File: src/rtl/pipeline_hazard_ctrl_if.sv
// Signal bundle between the pipeline datapath and the hazard sequencer.
// master = datapath side, slave = sequencer side.
interface pipeline_hazard_ctrl_if #(
  parameter int unsigned CNT_W = 16
);
  logic             ex_mem_read;
  logic [4:0]       ex_rd;
  logic [4:0]       id_rs1;
  logic [4:0]       id_rs2;
  logic             id_use_rs1;
  logic             id_use_rs2;
  logic             branch;
  logic [1:0]       jump;
  logic             pc_write;
  logic             if_id_write;
  logic [1:0]       mux_to_pc;
  logic             IF_Flush;
  logic             ID_Flush;
  logic [CNT_W-1:0] stall_cnt;
  logic [CNT_W-1:0] flush_cnt;

  modport master (
    output ex_mem_read, ex_rd, id_rs1, id_rs2, id_use_rs1, id_use_rs2, branch, jump,
    input  pc_write, if_id_write, mux_to_pc, IF_Flush, ID_Flush, stall_cnt, flush_cnt
  );

  modport slave (
    input  ex_mem_read, ex_rd, id_rs1, id_rs2, id_use_rs1, id_use_rs2, branch, jump,
    output pc_write, if_id_write, mux_to_pc, IF_Flush, ID_Flush, stall_cnt, flush_cnt
  );
endinterface

File: src/rtl/pipeline_hazard_ctrl.sv
// Pipeline sequencer: load-use stalls, branch/jump redirects and
// saturating stall/flush performance counters. Control outputs are combinational.
module pipeline_hazard_ctrl #(
  parameter int unsigned LOAD_LAT = 1,
  parameter int unsigned CNT_W    = 16
) (
  input logic                   clk,
  input logic                   reset,
  pipeline_hazard_ctrl_if.slave bus
);

  localparam int unsigned SC_W = 3;
  localparam logic [1:0] S_RUN   = 2'd0;
  localparam logic [1:0] S_STALL = 2'd1;
  localparam logic [1:0] S_REDIR = 2'd2;
  localparam logic [SC_W-1:0]  SC_INIT = SC_W'((LOAD_LAT > 32'd1) ? (LOAD_LAT - 32'd2) : 32'd0);
  localparam logic [CNT_W-1:0] CNT_MAX = '1;
  localparam logic [1:0] PC_SEQ    = 2'b00;
  localparam logic [1:0] PC_TARGET = 2'b01;
  localparam logic [1:0] PC_JALR   = 2'b10;

  logic [1:0]       state_q, state_d;
  logic [SC_W-1:0]  sc_q, sc_d;
  logic [CNT_W-1:0] stall_cnt_q, stall_cnt_d;
  logic [CNT_W-1:0] flush_cnt_q, flush_cnt_d;

  logic       hz_c, tgt_c, jalr_c, redir_c;
  logic       stall_inc_c, flush_inc_c;
  logic       pc_write_c, if_id_write_c, if_flush_c, id_flush_c;
  logic [1:0] mux_to_pc_c;

  // Load-use hazard and redirect decode; jump==11 decodes as no jump.
  always_comb begin
    hz_c = bus.ex_mem_read && (bus.ex_rd != 5'd0) &&
           ((bus.id_use_rs1 && (bus.id_rs1 == bus.ex_rd)) ||
            (bus.id_use_rs2 && (bus.id_rs2 == bus.ex_rd)));
    tgt_c   = bus.branch || (bus.jump == 2'b01);
    jalr_c  = bus.jump == 2'b10;
    redir_c = tgt_c || jalr_c;
  end

  // Next-state and output decode.
  always_comb begin
    state_d       = state_q;
    sc_d          = sc_q;
    stall_inc_c   = 1'b0;
    flush_inc_c   = 1'b0;
    pc_write_c    = 1'b1;
    if_id_write_c = 1'b1;
    mux_to_pc_c   = PC_SEQ;
    if_flush_c    = 1'b0;
    id_flush_c    = 1'b0;

    if (!reset) begin
      unique case (state_q)
        S_RUN: begin
          if (redir_c) begin
            mux_to_pc_c = tgt_c ? PC_TARGET : PC_JALR;
            if_flush_c  = 1'b1;
            id_flush_c  = 1'b1;
            flush_inc_c = 1'b1;
            state_d     = S_REDIR;
          end else if (hz_c) begin
            pc_write_c    = 1'b0;
            if_id_write_c = 1'b0;
            id_flush_c    = 1'b1;
            stall_inc_c   = 1'b1;
            if (LOAD_LAT > 32'd1) begin
              state_d = S_STALL;
              sc_d    = SC_INIT;
            end
          end
        end
        // EX holds a bubble and ID is frozen, so redirects cannot arise here.
        S_STALL: begin
          pc_write_c    = 1'b0;
          if_id_write_c = 1'b0;
          id_flush_c    = 1'b1;
          stall_inc_c   = 1'b1;
          if (sc_q == '0) begin
            state_d = S_RUN;
          end else begin
            sc_d = sc_q - SC_W'(1);
          end
        end
        // ID holds a flushed bubble, so a hazard against it is spurious.
        S_REDIR: begin
          if (redir_c) begin
            mux_to_pc_c = tgt_c ? PC_TARGET : PC_JALR;
            if_flush_c  = 1'b1;
            id_flush_c  = 1'b1;
            flush_inc_c = 1'b1;
          end else begin
            state_d = S_RUN;
          end
        end
        default: state_d = S_RUN;
      endcase
    end

    stall_cnt_d = (stall_inc_c && (stall_cnt_q != CNT_MAX)) ? stall_cnt_q + CNT_W'(1) : stall_cnt_q;
    flush_cnt_d = (flush_inc_c && (flush_cnt_q != CNT_MAX)) ? flush_cnt_q + CNT_W'(1) : flush_cnt_q;
  end

  always_ff @(posedge clk) begin
    if (reset) begin
      state_q     <= S_RUN;
      sc_q        <= '0;
      stall_cnt_q <= '0;
      flush_cnt_q <= '0;
    end else begin
      state_q     <= state_d;
      sc_q        <= sc_d;
      stall_cnt_q <= stall_cnt_d;
      flush_cnt_q <= flush_cnt_d;
    end
  end

  assign bus.pc_write    = pc_write_c;
  assign bus.if_id_write = if_id_write_c;
  assign bus.mux_to_pc   = mux_to_pc_c;
  assign bus.IF_Flush    = if_flush_c;
  assign bus.ID_Flush    = id_flush_c;
  assign bus.stall_cnt   = stall_cnt_q;
  assign bus.flush_cnt   = flush_cnt_q;

endmodule

File: src/flat_wrapper.sv
// flat-port wrapper written by rule: the top's interface ports become plain ports
module pipeline_hazard_ctrl_flat 
#(
  parameter int unsigned LOAD_LAT = 1,
  parameter int unsigned CNT_W    = 16
)
  (clk, reset, bus_ex_mem_read, bus_ex_rd, bus_id_rs1, bus_id_rs2, bus_id_use_rs1, bus_id_use_rs2, bus_branch, bus_jump, bus_pc_write, bus_if_id_write, bus_mux_to_pc, bus_IF_Flush, bus_ID_Flush, bus_stall_cnt, bus_flush_cnt);
  pipeline_hazard_ctrl_if #(.CNT_W(CNT_W)) bus_i ();
  input logic clk;
  input logic reset;
  input wire logic [$bits(bus_i.ex_mem_read)-1:0] bus_ex_mem_read;
  input wire logic [$bits(bus_i.ex_rd)-1:0] bus_ex_rd;
  input wire logic [$bits(bus_i.id_rs1)-1:0] bus_id_rs1;
  input wire logic [$bits(bus_i.id_rs2)-1:0] bus_id_rs2;
  input wire logic [$bits(bus_i.id_use_rs1)-1:0] bus_id_use_rs1;
  input wire logic [$bits(bus_i.id_use_rs2)-1:0] bus_id_use_rs2;
  input wire logic [$bits(bus_i.branch)-1:0] bus_branch;
  input wire logic [$bits(bus_i.jump)-1:0] bus_jump;
  output wire logic [$bits(bus_i.pc_write)-1:0] bus_pc_write;
  output wire logic [$bits(bus_i.if_id_write)-1:0] bus_if_id_write;
  output wire logic [$bits(bus_i.mux_to_pc)-1:0] bus_mux_to_pc;
  output wire logic [$bits(bus_i.IF_Flush)-1:0] bus_IF_Flush;
  output wire logic [$bits(bus_i.ID_Flush)-1:0] bus_ID_Flush;
  output wire logic [$bits(bus_i.stall_cnt)-1:0] bus_stall_cnt;
  output wire logic [$bits(bus_i.flush_cnt)-1:0] bus_flush_cnt;
  assign bus_i.ex_mem_read = bus_ex_mem_read;
  assign bus_i.ex_rd = bus_ex_rd;
  assign bus_i.id_rs1 = bus_id_rs1;
  assign bus_i.id_rs2 = bus_id_rs2;
  assign bus_i.id_use_rs1 = bus_id_use_rs1;
  assign bus_i.id_use_rs2 = bus_id_use_rs2;
  assign bus_i.branch = bus_branch;
  assign bus_i.jump = bus_jump;
  assign bus_pc_write = bus_i.pc_write;
  assign bus_if_id_write = bus_i.if_id_write;
  assign bus_mux_to_pc = bus_i.mux_to_pc;
  assign bus_IF_Flush = bus_i.IF_Flush;
  assign bus_ID_Flush = bus_i.ID_Flush;
  assign bus_stall_cnt = bus_i.stall_cnt;
  assign bus_flush_cnt = bus_i.flush_cnt;
  pipeline_hazard_ctrl #(.LOAD_LAT(LOAD_LAT), .CNT_W(CNT_W)) u_core (.clk(clk), .reset(reset), .bus(bus_i));
endmodule
File: config.mk
export PLATFORM = sky130hd
export DESIGN_NAME = pipeline_hazard_ctrl_flat
export DESIGN_NICKNAME = d
export VERILOG_FILES = /design/src/rtl/pipeline_hazard_ctrl_if.sv /design/src/rtl/pipeline_hazard_ctrl.sv /design/src/flat_wrapper.sv
export SDC_FILE = /design/constraint.sdc
export NUM_CORES = 1
export LEC_CHECK = 0
export BUFFER_PORTS_ARGS = -buffer_cell sky130_fd_sc_hd__buf_2
export CAP_MARGIN = 20
export CORE_ASPECT_RATIO = 1.25
export CORE_MARGIN = 3
export CORE_UTILIZATION = 40
export CTS_CLUSTER_SIZE = 8
export DETAILED_ROUTE_END_ITERATION = 10
export RECOVER_POWER = 25
export SETUP_SLACK_MARGIN = 0.3
export SLEW_MARGIN = 5
export SYNTH_ARGS = -nofsm -noshare
export SYNTH_HDL_FRONTEND = slang
export SYNTH_SLANG_ARGS = --single-unit
File: constraint.sdc
create_clock -name clk -period 2.6 [get_ports clk]
set_input_delay 0 -clock clk [delete_from_list [all_inputs] [get_ports clk]]
set_output_delay 0 -clock clk [all_outputs]
set_load 0.1 [all_outputs]
==> results.py <==
metrics = {
    "global_routing": {
        "grt_max_degree": 37,
        "grtUsageMet2": 0.316,
        "grt_busiest_layer": "met2",
        "grt_usage": 0.179,
        "use_met1": 0.211,
        "grt_pass1_wl_microns": 8700,
        "antenna_found_initial": 0,
        "grt_pass1_vias": 1892,
        "use_met3": 0.0403,
        "overflow": 0,
    },
    "floorplanning": {
        "fp.dieArea_sq_mm": 0.00587,
        "core_area_sq_mm": 0.00476,
        "die_x_microns": 69.1,
        "die_h_microns": 84.9,
        "ios": 61,
        "start_util": 0.418,
        "rows": 28,
    },
    "power": {
        "leakage_nw": 0.830,
        "finalPower_mw": 1.06,
        "powerDensity_mw_per_mm2": 439,
        "peakVddDrop_mv": 0.441,
    },
    "sta": {
        "hold_violations": 0,
        "max_clock_freq_ghz": 0.515,
        "min_period_ps": 1940,
        "clock_skew_ps": 5.46,
        "tightest_slew_ps": 1170,
        "period_share": 0.747,
        "setup-violations-final": 0,
        "tns_ps": 0,
        "rsz0062_at_grt": "no",
        "slew_headroom": 0.220,
        "slew_viol_final": 0,
    },
    "clock_tree": {
        "clockBufferDepth": 2,
        "h-tree-depth": 2,
        "postCtsHoldBufs": 0,
        "postCtsSetupRepairBufs": 0,
        "numCtsBuffers": 5,
        "cts_resized": 0,
        "clock-sinks": 33,
        "cts_root_buffer": "clkbuf_8",
        "clock_latency_ps": 280,
        "cts_tree": "yes",
        "clk_pin_slew_ps": 70,
    },
    "run_status": {
        "status": "completed",
    },
    "yosys": {
        "synth_top_area_cell": "dfxtp_1",
        "synthCells": 232,
        "netlist_top_cells_area": "dfxtp_1 (33%), xnor2_1 (9.7%), nor2_1 (4.9%)",
        "synth_ff_type": "dfxtp_1",
        "yosysMostFrequentCell": "dfxtp_1",
        "synthDistinctLibCells": 51,
        "async_flop_share": 0,
        "syn_nets": 257,
        "synth.yosys.seq_area_share": 0.331,
        "synth_top_area_share": 0.331,
        "synthTopCellsByCount": "dfxtp_1 (33), nor2_1 (26), xnor2_1 (22)",
        "synth_edf_count": 0,
        "synth_seq_cells": 33,
        "syn_area_sq_mm": 0.00199,
        "syn_avg_cell_area_sq_um": 8.59,
        "yosys_warnings": 0,
    },
    "route": {
        "routed_via_density": 5.56,
        "ant_nets": 0,
        "vias": 1958,
        "drc_errors": 0,
        "drt_iter0_markers": 128,
        "first_pass_iters": 4,
        "wl_per_cell_microns": 14.4,
        "wl_microns": 5050,
    },
    "critical_path": {
        "crit_path_max_incr_delay_ps": 470,
        "crit_chain": "ha_1 > nand4_1 > or4_4 > nand3_4 > nor4b_2 > mux2_4",
        "r2r-end": "u_core.bus.stall_cnt[5]",
        "r2r_cells": 6,
        "path_max_fanout": 16,
        "cp-endpoint": "u_core.bus.stall_cnt[5]",
        "arrival_ps": 2120,
        "startpoint": "u_core.bus.stall_cnt[0]",
        "crit_slowest_cell": "or4_4",
        "criticalPathCategory": "reg -> reg",
        "worstReg2RegStart": "u_core.bus.stall_cnt[0]",
        "worstPathRequired_ps": 2780,
        "startpoint_type": "flop",
        "endpoint_kind": "flop",
        "rrSetupSlack_ps": 660,
    },
    "cells_and_area": {
        "fin_util": 0.507,
        "num_antenna_cells": 0,
        "n_fill_cell": 503,
        "syn2layout_area_growth_pct": 21.3,
        "nNetsFinal": 316,
        "drive_gt1_frac": 0.329,
    },
    "placed_design": {
        "gp_congestion": 0.788,
        "port_buffers": 60,
        "hpwlAfterDp_microns": 3750,
    },
    "worst_hold_path": {
        "hold_path_class": "in -> reg",
    },
    "run": {
        "maxCapViolCount": 0,
    },
}
## through the flow
stage / cell area (sq um) / setup slack [ps] / std cells / hold slack [ps]
global route: 2420 / 538 / 352 / 168
global placement: 2360 / 752 / 344 / 436
CTS: 2440 / 675 / 352 / 125
floorplan: 2030 / 302 / 232 / 173
detailed placement: 2360 / 688 / 344 / 441
finish: 2420 / 659 / 352 / 139
## power breakdown
group	internal [mW]	switching, mW	total, mW	leakage, nW
logic	0.0417	0.122	0.164	0.506
clock network	0.185	0.196	0.380	0.0439
registers	0.512	0.00503	0.517	0.280
total	0.738	0.323	1.06	0.830
## cell type report
class                      count  area [sq um]  share of cell area
timing repair buffer          61           288               0.119
inverter                       7          26.3              0.0109
clock buffer                   5          68.8              0.0285
clock inverter                 3          17.5             0.00725
sequential                    33           694               0.287
tap                           60          75.1              0.0311
multi-input combinational    183          1250               0.516
## registers in the layout (all words and copies together) (netlist names)
name	count
u_core.state_q	1
u_core.bus.stall_cnt	16
u_core.bus.flush_cnt	16
## metal layers
metal | up-vias | share of wire
met5 | - | 0
met4 | 0 | 0.018
met3 | 6 | 0.054
met2 | 59 | 0.51
met1 | 911 | 0.42
li1 | 982 | -
## kinds of logic after synthesis
group / share of synthesized area
simple gates: 0.334
fa+ha+maj: 0.0126
compound gates: 0.168
flops: 0.331
xor+xnor: 0.105
buf+inv: 0.0421
mux: 0.00753
## worst max-delay path, delay by kind of cell (launching register included)
kind,cells,cell delay (ps)
mux,1,330
flops,1,390
simple gates,4,870
fa+ha+maj,1,240
## worst min-delay path by stage
stage | from | end | slack (ps) | cells past startpoint
finish | reset | u_core.bus.stall_cnt[3] | 140 | 3
global route | reset | u_core.bus.stall_cnt[3] | 170 | 3
CTS | reset | u_core.bus.stall_cnt[3] | 130 | 3
detailed placement | reset | u_core.bus.stall_cnt[3] | 440 | 3
global placement | reset | u_core.bus.stall_cnt[7] | 440 | 3
floorplan | bus_branch | u_core.state_q[1] | 170 | 2
## layout by cell type, fill, tap and decap left out, types with 3 or more instances in the layout
master,netlist,final
dfxtp_2,0,27
inv_1,7,7
buf_2,1,44
nor4b_2,3,3
nand4_1,11,11
nor2_1,26,26
o31ai_1,9,9
a21oi_1,17,17
o21a_1,3,3
and3_1,4,4
dfxtp_1,33,6
nor4_1,7,6
clkbuf_8,0,5
nand3_1,13,13
nor3_1,7,7
nand2_1,12,12
clkbuf_1,4,16
xnor2_1,22,22
or4_1,9,9
o21ai_0,7,7
Note: power is estimated with default switching activity, not from simulation.
